<file path="config.mk">
export PLATFORM = sky130hd
export DESIGN_NAME = wb_arbiter
export DESIGN_NICKNAME = d
export VERILOG_FILES = /design/src/rtl/wb_arbiter_pkg.sv /design/src/rtl/wb_outstanding_counter.sv /design/src/rtl/wb_arbiter.sv
export SDC_FILE = /design/constraint.sdc
export NUM_CORES = 1
export LEC_CHECK = 0
export ABC_AREA = 1
export ABC_CLOCK_PERIOD_IN_PS = 6300
export CAP_MARGIN = 25
export CORE_AREA = 2 2 123 125
export CTS_CLUSTER_SIZE = 28
export DETAILED_ROUTE_END_ITERATION = 16
export DIE_AREA = 0 0 125 127
export GPL_ROUTABILITY_DRIVEN = 0
export SLEW_MARGIN = 5
export SYNTH_ARGS = -nofsm -noshare
export SYNTH_HDL_FRONTEND = slang
export SYNTH_SLANG_ARGS = --single-unit
</file>
<file path="constraint.sdc">
create_clock -name clk_i -period 6.3 [get_ports clk_i]
set_input_delay 1.26 -clock clk_i [delete_from_list [all_inputs] [get_ports clk_i]]
set_output_delay 1.26 -clock clk_i [all_outputs]
set_load 0.005 [all_outputs]
</file>
<file path="src/rtl/wb_arbiter_pkg.sv">
// Shared definitions for the two-master Wishbone B4 pipelined arbiter:
// bus widths, grant state encoding and the default outstanding limit.
package wb_arbiter_pkg;

  // Default number of accepted-but-unacknowledged requests the arbiter tracks.
  localparam int DEFAULT_MAX_OUTSTANDING = 4;

  // Wishbone bus widths.
  localparam int WB_ADR_W = 32;
  localparam int WB_DAT_W = 32;
  localparam int WB_SEL_W = 4;

  // Grant state. The grant is held in this register only, so ownership never
  // follows a master's cyc combinationally.
  typedef enum logic [1:0] {
    IDLE   = 2'd0,
    GRANT0 = 2'd1,
    GRANT1 = 2'd2
  } arb_state_e;

  // Owner encoding for last_owner: 0 = m0, 1 = m1.
  localparam logic OWNER_M0 = 1'b0;
  localparam logic OWNER_M1 = 1'b1;

  // Resolve a simultaneous request: the master that did not own the bus last.
  function automatic arb_state_e tie_winner(input logic last_owner);
    return (last_owner == OWNER_M1) ? GRANT0 : GRANT1;
  endfunction

  // Counter width able to hold 0..max inclusive.
  function automatic int cnt_width(input int max_val);
    return (max_val < 1) ? 1 : $clog2(max_val + 1);
  endfunction

endpackage

</file>
<file path="src/rtl/wb_outstanding_counter.sv">
// Tracks requests accepted by the slave but not yet acknowledged.
// Increments are refused when full, decrements are refused when empty, so a
// stray acknowledge can never underflow the count.
module wb_outstanding_counter
  import wb_arbiter_pkg::*;
#(
  parameter int MAX_OUTSTANDING = DEFAULT_MAX_OUTSTANDING
) (
  input  logic clk_i,
  input  logic rst_i,
  input  logic inc,
  input  logic dec,
  output logic full,
  output logic empty
);

  localparam int CNT_W = cnt_width(MAX_OUTSTANDING);

  logic [CNT_W-1:0] count_reg;
  logic [CNT_W-1:0] count_next;
  logic             inc_ok;
  logic             dec_ok;

  assign full   = (count_reg == CNT_W'(MAX_OUTSTANDING));
  assign empty  = (count_reg == '0);
  assign inc_ok = inc & ~full;
  assign dec_ok = dec & ~empty;

  // Next count: simultaneous accept and acknowledge cancel out.
  always_comb begin
    count_next = count_reg;
    case ({inc_ok, dec_ok})
      2'b10:   count_next = count_reg + CNT_W'(1);
      2'b01:   count_next = count_reg - CNT_W'(1);
      default: count_next = count_reg;
    endcase
  end

  // Count register; reset discards any in-flight transactions.
  always_ff @(posedge clk_i or negedge rst_i) begin
    if (!rst_i) begin
      count_reg <= '0;
    end else begin
      count_reg <= count_next;
    end
  end

endmodule

</file>
<file path="src/rtl/wb_arbiter.sv">
// Two pipelined Wishbone B4 masters sharing one slave port. Ownership is
// granted by a registered FSM with alternating priority on ties; the owner
// keeps the bus until it drops cyc and every accepted request is acked.
module wb_arbiter
  import wb_arbiter_pkg::*;
#(
  parameter int MAX_OUTSTANDING = DEFAULT_MAX_OUTSTANDING
) (
  input  logic                clk_i,
  input  logic                rst_i,
  // master 0
  input  logic [WB_ADR_W-1:0] m0_wb_adr_i,
  input  logic [WB_DAT_W-1:0] m0_wb_dat_i,
  output logic [WB_DAT_W-1:0] m0_wb_dat_o,
  input  logic                m0_wb_we_i,
  input  logic [WB_SEL_W-1:0] m0_wb_sel_i,
  input  logic                m0_wb_stb_i,
  input  logic                m0_wb_cyc_i,
  output logic                m0_wb_ack_o,
  output logic                m0_wb_stall_o,
  // master 1
  input  logic [WB_ADR_W-1:0] m1_wb_adr_i,
  input  logic [WB_DAT_W-1:0] m1_wb_dat_i,
  output logic [WB_DAT_W-1:0] m1_wb_dat_o,
  input  logic                m1_wb_we_i,
  input  logic [WB_SEL_W-1:0] m1_wb_sel_i,
  input  logic                m1_wb_stb_i,
  input  logic                m1_wb_cyc_i,
  output logic                m1_wb_ack_o,
  output logic                m1_wb_stall_o,
  // slave port
  output logic [WB_ADR_W-1:0] s_wb_adr_o,
  output logic [WB_DAT_W-1:0] s_wb_dat_o,
  input  logic [WB_DAT_W-1:0] s_wb_dat_i,
  output logic                s_wb_we_o,
  output logic                s_wb_stb_o,
  output logic                s_wb_cyc_o,
  output logic [WB_SEL_W-1:0] s_wb_sel_o,
  input  logic                s_wb_ack_i,
  input  logic                s_wb_stall_i
);

  arb_state_e state_reg;
  logic       last_owner_reg;

  logic       full;
  logic       empty;
  logic       accept;

  // A request is accepted when it reaches the slave and the slave is not stalling.
  assign accept = s_wb_stb_o & ~s_wb_stall_i;

  wb_outstanding_counter #(
    .MAX_OUTSTANDING(MAX_OUTSTANDING)
  ) u_outstanding (
    .clk_i(clk_i),
    .rst_i(rst_i),
    .inc  (accept),
    .dec  (s_wb_ack_i),
    .full (full),
    .empty(empty)
  );

  // Grant FSM: IDLE picks an owner, GRANTx holds until the owner is done and drained.
  always_ff @(posedge clk_i or negedge rst_i) begin
    if (!rst_i) begin
      state_reg      <= IDLE;
      last_owner_reg <= OWNER_M1;
    end else begin
      case (state_reg)
        IDLE: begin
          if (m0_wb_cyc_i && m1_wb_cyc_i) begin
            state_reg <= tie_winner(last_owner_reg);
          end else if (m0_wb_cyc_i) begin
            state_reg <= GRANT0;
          end else if (m1_wb_cyc_i) begin
            state_reg <= GRANT1;
          end
        end
        GRANT0: begin
          if (!m0_wb_cyc_i && empty) begin
            state_reg      <= IDLE;
            last_owner_reg <= OWNER_M0;
          end
        end
        GRANT1: begin
          if (!m1_wb_cyc_i && empty) begin
            state_reg      <= IDLE;
            last_owner_reg <= OWNER_M1;
          end
        end
        default: begin
          state_reg <= IDLE;
        end
      endcase
    end
  end

  // Read data fans out to both masters; only the owner sees an ack.
  assign m0_wb_dat_o = s_wb_dat_i;
  assign m1_wb_dat_o = s_wb_dat_i;

  // Slave-side mux and master handshake routing driven by the registered grant.
  always_comb begin
    s_wb_adr_o    = '0;
    s_wb_dat_o    = '0;
    s_wb_we_o     = 1'b0;
    s_wb_sel_o    = '0;
    s_wb_stb_o    = 1'b0;
    s_wb_cyc_o    = 1'b0;
    m0_wb_stall_o = 1'b1;
    m1_wb_stall_o = 1'b1;
    m0_wb_ack_o   = 1'b0;
    m1_wb_ack_o   = 1'b0;
    case (state_reg)
      GRANT0: begin
        s_wb_adr_o    = m0_wb_adr_i;
        s_wb_dat_o    = m0_wb_dat_i;
        s_wb_we_o     = m0_wb_we_i;
        s_wb_sel_o    = m0_wb_sel_i;
        // Cycle stays open after cyc drops until every accepted request is acked.
        s_wb_cyc_o    = m0_wb_cyc_i | ~empty;
        s_wb_stb_o    = m0_wb_stb_i & m0_wb_cyc_i & ~full;
        m0_wb_stall_o = s_wb_stall_i | full;
        // Acks with nothing outstanding are dropped rather than forwarded.
        m0_wb_ack_o   = s_wb_ack_i & ~empty;
      end
      GRANT1: begin
        s_wb_adr_o    = m1_wb_adr_i;
        s_wb_dat_o    = m1_wb_dat_i;
        s_wb_we_o     = m1_wb_we_i;
        s_wb_sel_o    = m1_wb_sel_i;
        s_wb_cyc_o    = m1_wb_cyc_i | ~empty;
        s_wb_stb_o    = m1_wb_stb_i & m1_wb_cyc_i & ~full;
        m1_wb_stall_o = s_wb_stall_i | full;
        m1_wb_ack_o   = s_wb_ack_i & ~empty;
      end
      default: begin
        s_wb_cyc_o = 1'b0;
      end
    endcase
  end

endmodule

</file>
==> impl_metrics.tcl <==
set metrics [dict create \
    fin_total_pwr_mw 1.27 \
    whs_path_depth 2 \
    nets 694 \
    pwr_density_cell_nw_per_um2 323 \
    worstSkewPairLatency_ns 0.23 \
    finalWirelength_mm 9.39 \
    r2r_cells 13 \
    comb_power_share_pct 85.3 \
    hold_end "last_owner_reg" \
    synthSimpleGateAreaFrac_pct 34.3 \
    ys_seq_area_share_pct 7.64 \
    cp_max_fo 5 \
    netlist_instances 367 \
    cts_tree "yes" \
    firstDrtPassIters 4 \
    clk_pin_slew_ns 0.04 \
    postSynthRegisterBits 6 \
    rsz0062_at_grt "false" \
    tns_ns 0 \
    synth.area.mux_share_pct 0 \
    status "complete, no violations" \
    grt_pass1_wl_mm 14.4 \
    cp_data_arrival_time_ns 2.74 \
    path_cells "clkdlybuf4s50_1 > a21oi_1 > or2_1 > nor2_2 > clkdlybuf4s50_1" \
    antenna_found_initial 0 \
    hold_violations 0 \
    io_buffers 220 \
    fillers 1614 \
    grt_max_degree 46 \
    finalCritPeriodShare_pct 63.5 \
    synth-adder-area-share_pct 4.17 \
    clock_sinks 6 \
    max_stage_delay_ns 0.55 \
    finalSetupViolCount 0 \
    first_iter_violations 106 \
    p_leak_nw 1.39 \
    cap_violations 0 \
    synth_top_family_by_area "simple AND/OR/NAND/NOR gates" \
    crit_path_frequent_cell "clkdlybuf4s50_1" \
    fmax_ghz 0.250 \
    r2r_start "state_reg[0]" \
    vias 2645 \
    hpwl_mm 7.31 \
    htreeDepth 1 \
    vias_per_cell 3.82 \
    dp.cells 689 \
    synth_compound_area_share_pct 19.3 \
    seq_power_share_pct 6.3 \
    grt_pass1_vias 2695 \
    wl_per_cell_um 13.6 \
    coreArea_sq_um 14400 \
    grt_usage_pct 10.9 \
    synthXorXnorAreaFrac_pct 0.884 \
    largest_reg_flops 3 \
    irDropWorstVdd_mv 0.204 \
    cts-resized-gates 0 \
    n_antenna_cell 0 \
    cpMaxStageDelayCell "clkdlybuf4s50_1" \
    fin_area_sq_um 3930 \
    die-area_sq_um 15900 \
    worstPathRequired_ns 5.04 \
    die_h_um 127 \
    cts_setup_buffers 0 \
    syn_nets 551 \
    area_growth_pct 98.3 \
    netlist_area_sq_um 1980 \
    cts_buffers 3 \
    worst_setup_path_start_kind "primary input" \
    hold_start "last_owner_reg" \
    ctsHoldBuffers 0 \
    power_switching_mw 0.605 \
    yosysWarningCount 0 \
    p_int_mw 0.664 \
    reg2reg_slack_ns 3.70 \
    place_area_sq_um 3850 \
    ios 317 \
    fp-row-count 44 \
    clock_skew_ns 0.00256 \
    drtAntennaViolNets 0 \
    grt_overflow 0 \
    worst_pin_slew_ns 0.554 \
    die_w_um 125 \
    clockBufferDepth 2 \
    r2r-end "u_outstanding.count_reg[2]" \
    finalNonFillerCells 693 \
    root_buffer "clkbuf_16" \
    drc 0 \
    end_kind "primary output" \
    slew_viol_final 0 \
    min_period_ns 4.00 \
    swShare_pct 47.7 \
    worstSetupPathType "in -> out" \
    initial_utilization_pct 13.7 \
    synth.avg_cell_area_sq_um 5.40 \
    synth_cell_types 24 \
    drive_gt1_share_pct 3.34 \
    hold_class "reg -> reg" \
    power.share.clock_pct 8.4 \
    timing.slew.headroom_pct 63.1 \
]
[synth_stat cells (all sizes together)]
cell type  instances  area share [%]
nand2            155              29
buf               80              29
a21oi             73              18
inv               17             3.2
clkbuf             7             1.3
nand3              7             1.8
dfrtp              5             6.3
ha                 5             3.2
nor2               5             1.2
nand4              3            0.95
o21ai              2            0.51
or2                2            0.63
a31oi              1            0.32
dfstp              1             1.3
fa                 1             1.0
nor3               1            0.25
xnor2              1            0.44
xor2               1            0.44
[cells in the final DEF (no fill, tap or decap)]
| cell | count |
|---|---|
| ha_2 | 2 |
| fa_1 | 1 |
| dfstp_2 | 1 |
| ha_1 | 3 |
| nand2_2 | 1 |
| xnor2_1 | 1 |
| a31oi_1 | 1 |
| dfrtp_1 | 5 |
| or2_2 | 1 |
| inv_2 | 2 |
| nor3_1 | 1 |
| nand3_1 | 7 |
| xor2_1 | 1 |
| inv_1 | 15 |
| o21ai_0 | 2 |
| nand2_1 | 154 |
| nor2_2 | 2 |
| clkdlybuf4s50_1 | 220 |
| nor2_1 | 3 |
| buf_4 | 5 |
| clkbuf_16 | 3 |
| or2_1 | 1 |
| a21oi_1 | 73 |
| clkbuf_1 | 1 |
| nand4_1 | 3 |
[layer usage]
metal  track usage [%]  part of all wire, %  vias up
met5                 0                    0        -
met4              2.81                  2.5        0
met3              2.93                  8.8       27
met2              18.9                   47      129
met1              13.5                   42     1113
li1                  -                    -     1376
[cells by family after synthesis]
| logic type | count (synthesis) |
|---|---|
| buffers and inverters | 104 |
| DFF | 6 |
| xor gates and xnor gates | 2 |
| AOI/OAI and AO/OA | 76 |
| adders and majority gates | 6 |
| and+or+nand+nor | 173 |
[how the worst max path moves through the flow]
stage	slack, ns	end	start	depth (start not counted)
6_report	2.30	s_wb_stb_o	m0_wb_cyc_i	5
5_1_grt	2.13	s_wb_sel_o[1]	state_reg[0]	6
4_1_cts	2.24	s_wb_adr_o[15]	m1_wb_adr_i[15]	4
3_5_place_dp	2.25	s_wb_adr_o[15]	m1_wb_adr_i[15]	4
3_3_place_gp	2.25	s_wb_adr_o[15]	m1_wb_adr_i[15]	4
2_1_floorplan	3.35	m0_wb_ack_o	s_wb_ack_i	3
[stage by stage]
| stage | setup slack [ns] | util, % | hold WS [ns] |
|---|---|---|---|
| after global routing | 2.13 | 27.2 | 0.512 |
| final | 2.30 | 27.2 | 0.485 |
| after floorplan | 3.35 | - | 0.442 |
| after global placement | 2.25 | 26.7 | 0.459 |
| after CTS | 2.24 | 27.2 | 0.491 |
| after detailed placement | 2.25 | 26.7 | 0.467 |
[layout make-up]
cell class / count / area (sq um) / share of cell area (%)
repair buffers: 225 / 2240 / 57.0
clock buffers: 4 / 78.8 / 2.01
well taps: 184 / 230 / 5.86
multi-input cells: 257 / 1170 / 29.7
inverters: 17 / 63.8 / 1.62
flip-flops and latches: 6 / 151 / 3.85
[worst max-delay path: cells and delay by family]
kind,cells,cell delay (ns)
buffers and inverters,2,1.06
AO/OA/AOI/OAI,1,0.08
AND/OR/NAND/NOR,2,0.33
[power groups by stage]
stage | clock network (mW) | logic [mW] | registers [mW]
final | 0.107 | 1.08 | 0.0795
after global routing | 0.111 | 1.22 | 0.0827
after CTS | 0.108 | 1.11 | 0.0795
after detailed placement | 0 | 1.10 | 0.0788
after global placement | 0 | 1.10 | 0.0796
after floorplan | 0 | 0.581 | 0.0744
Power figures use the tool's default switching activity.
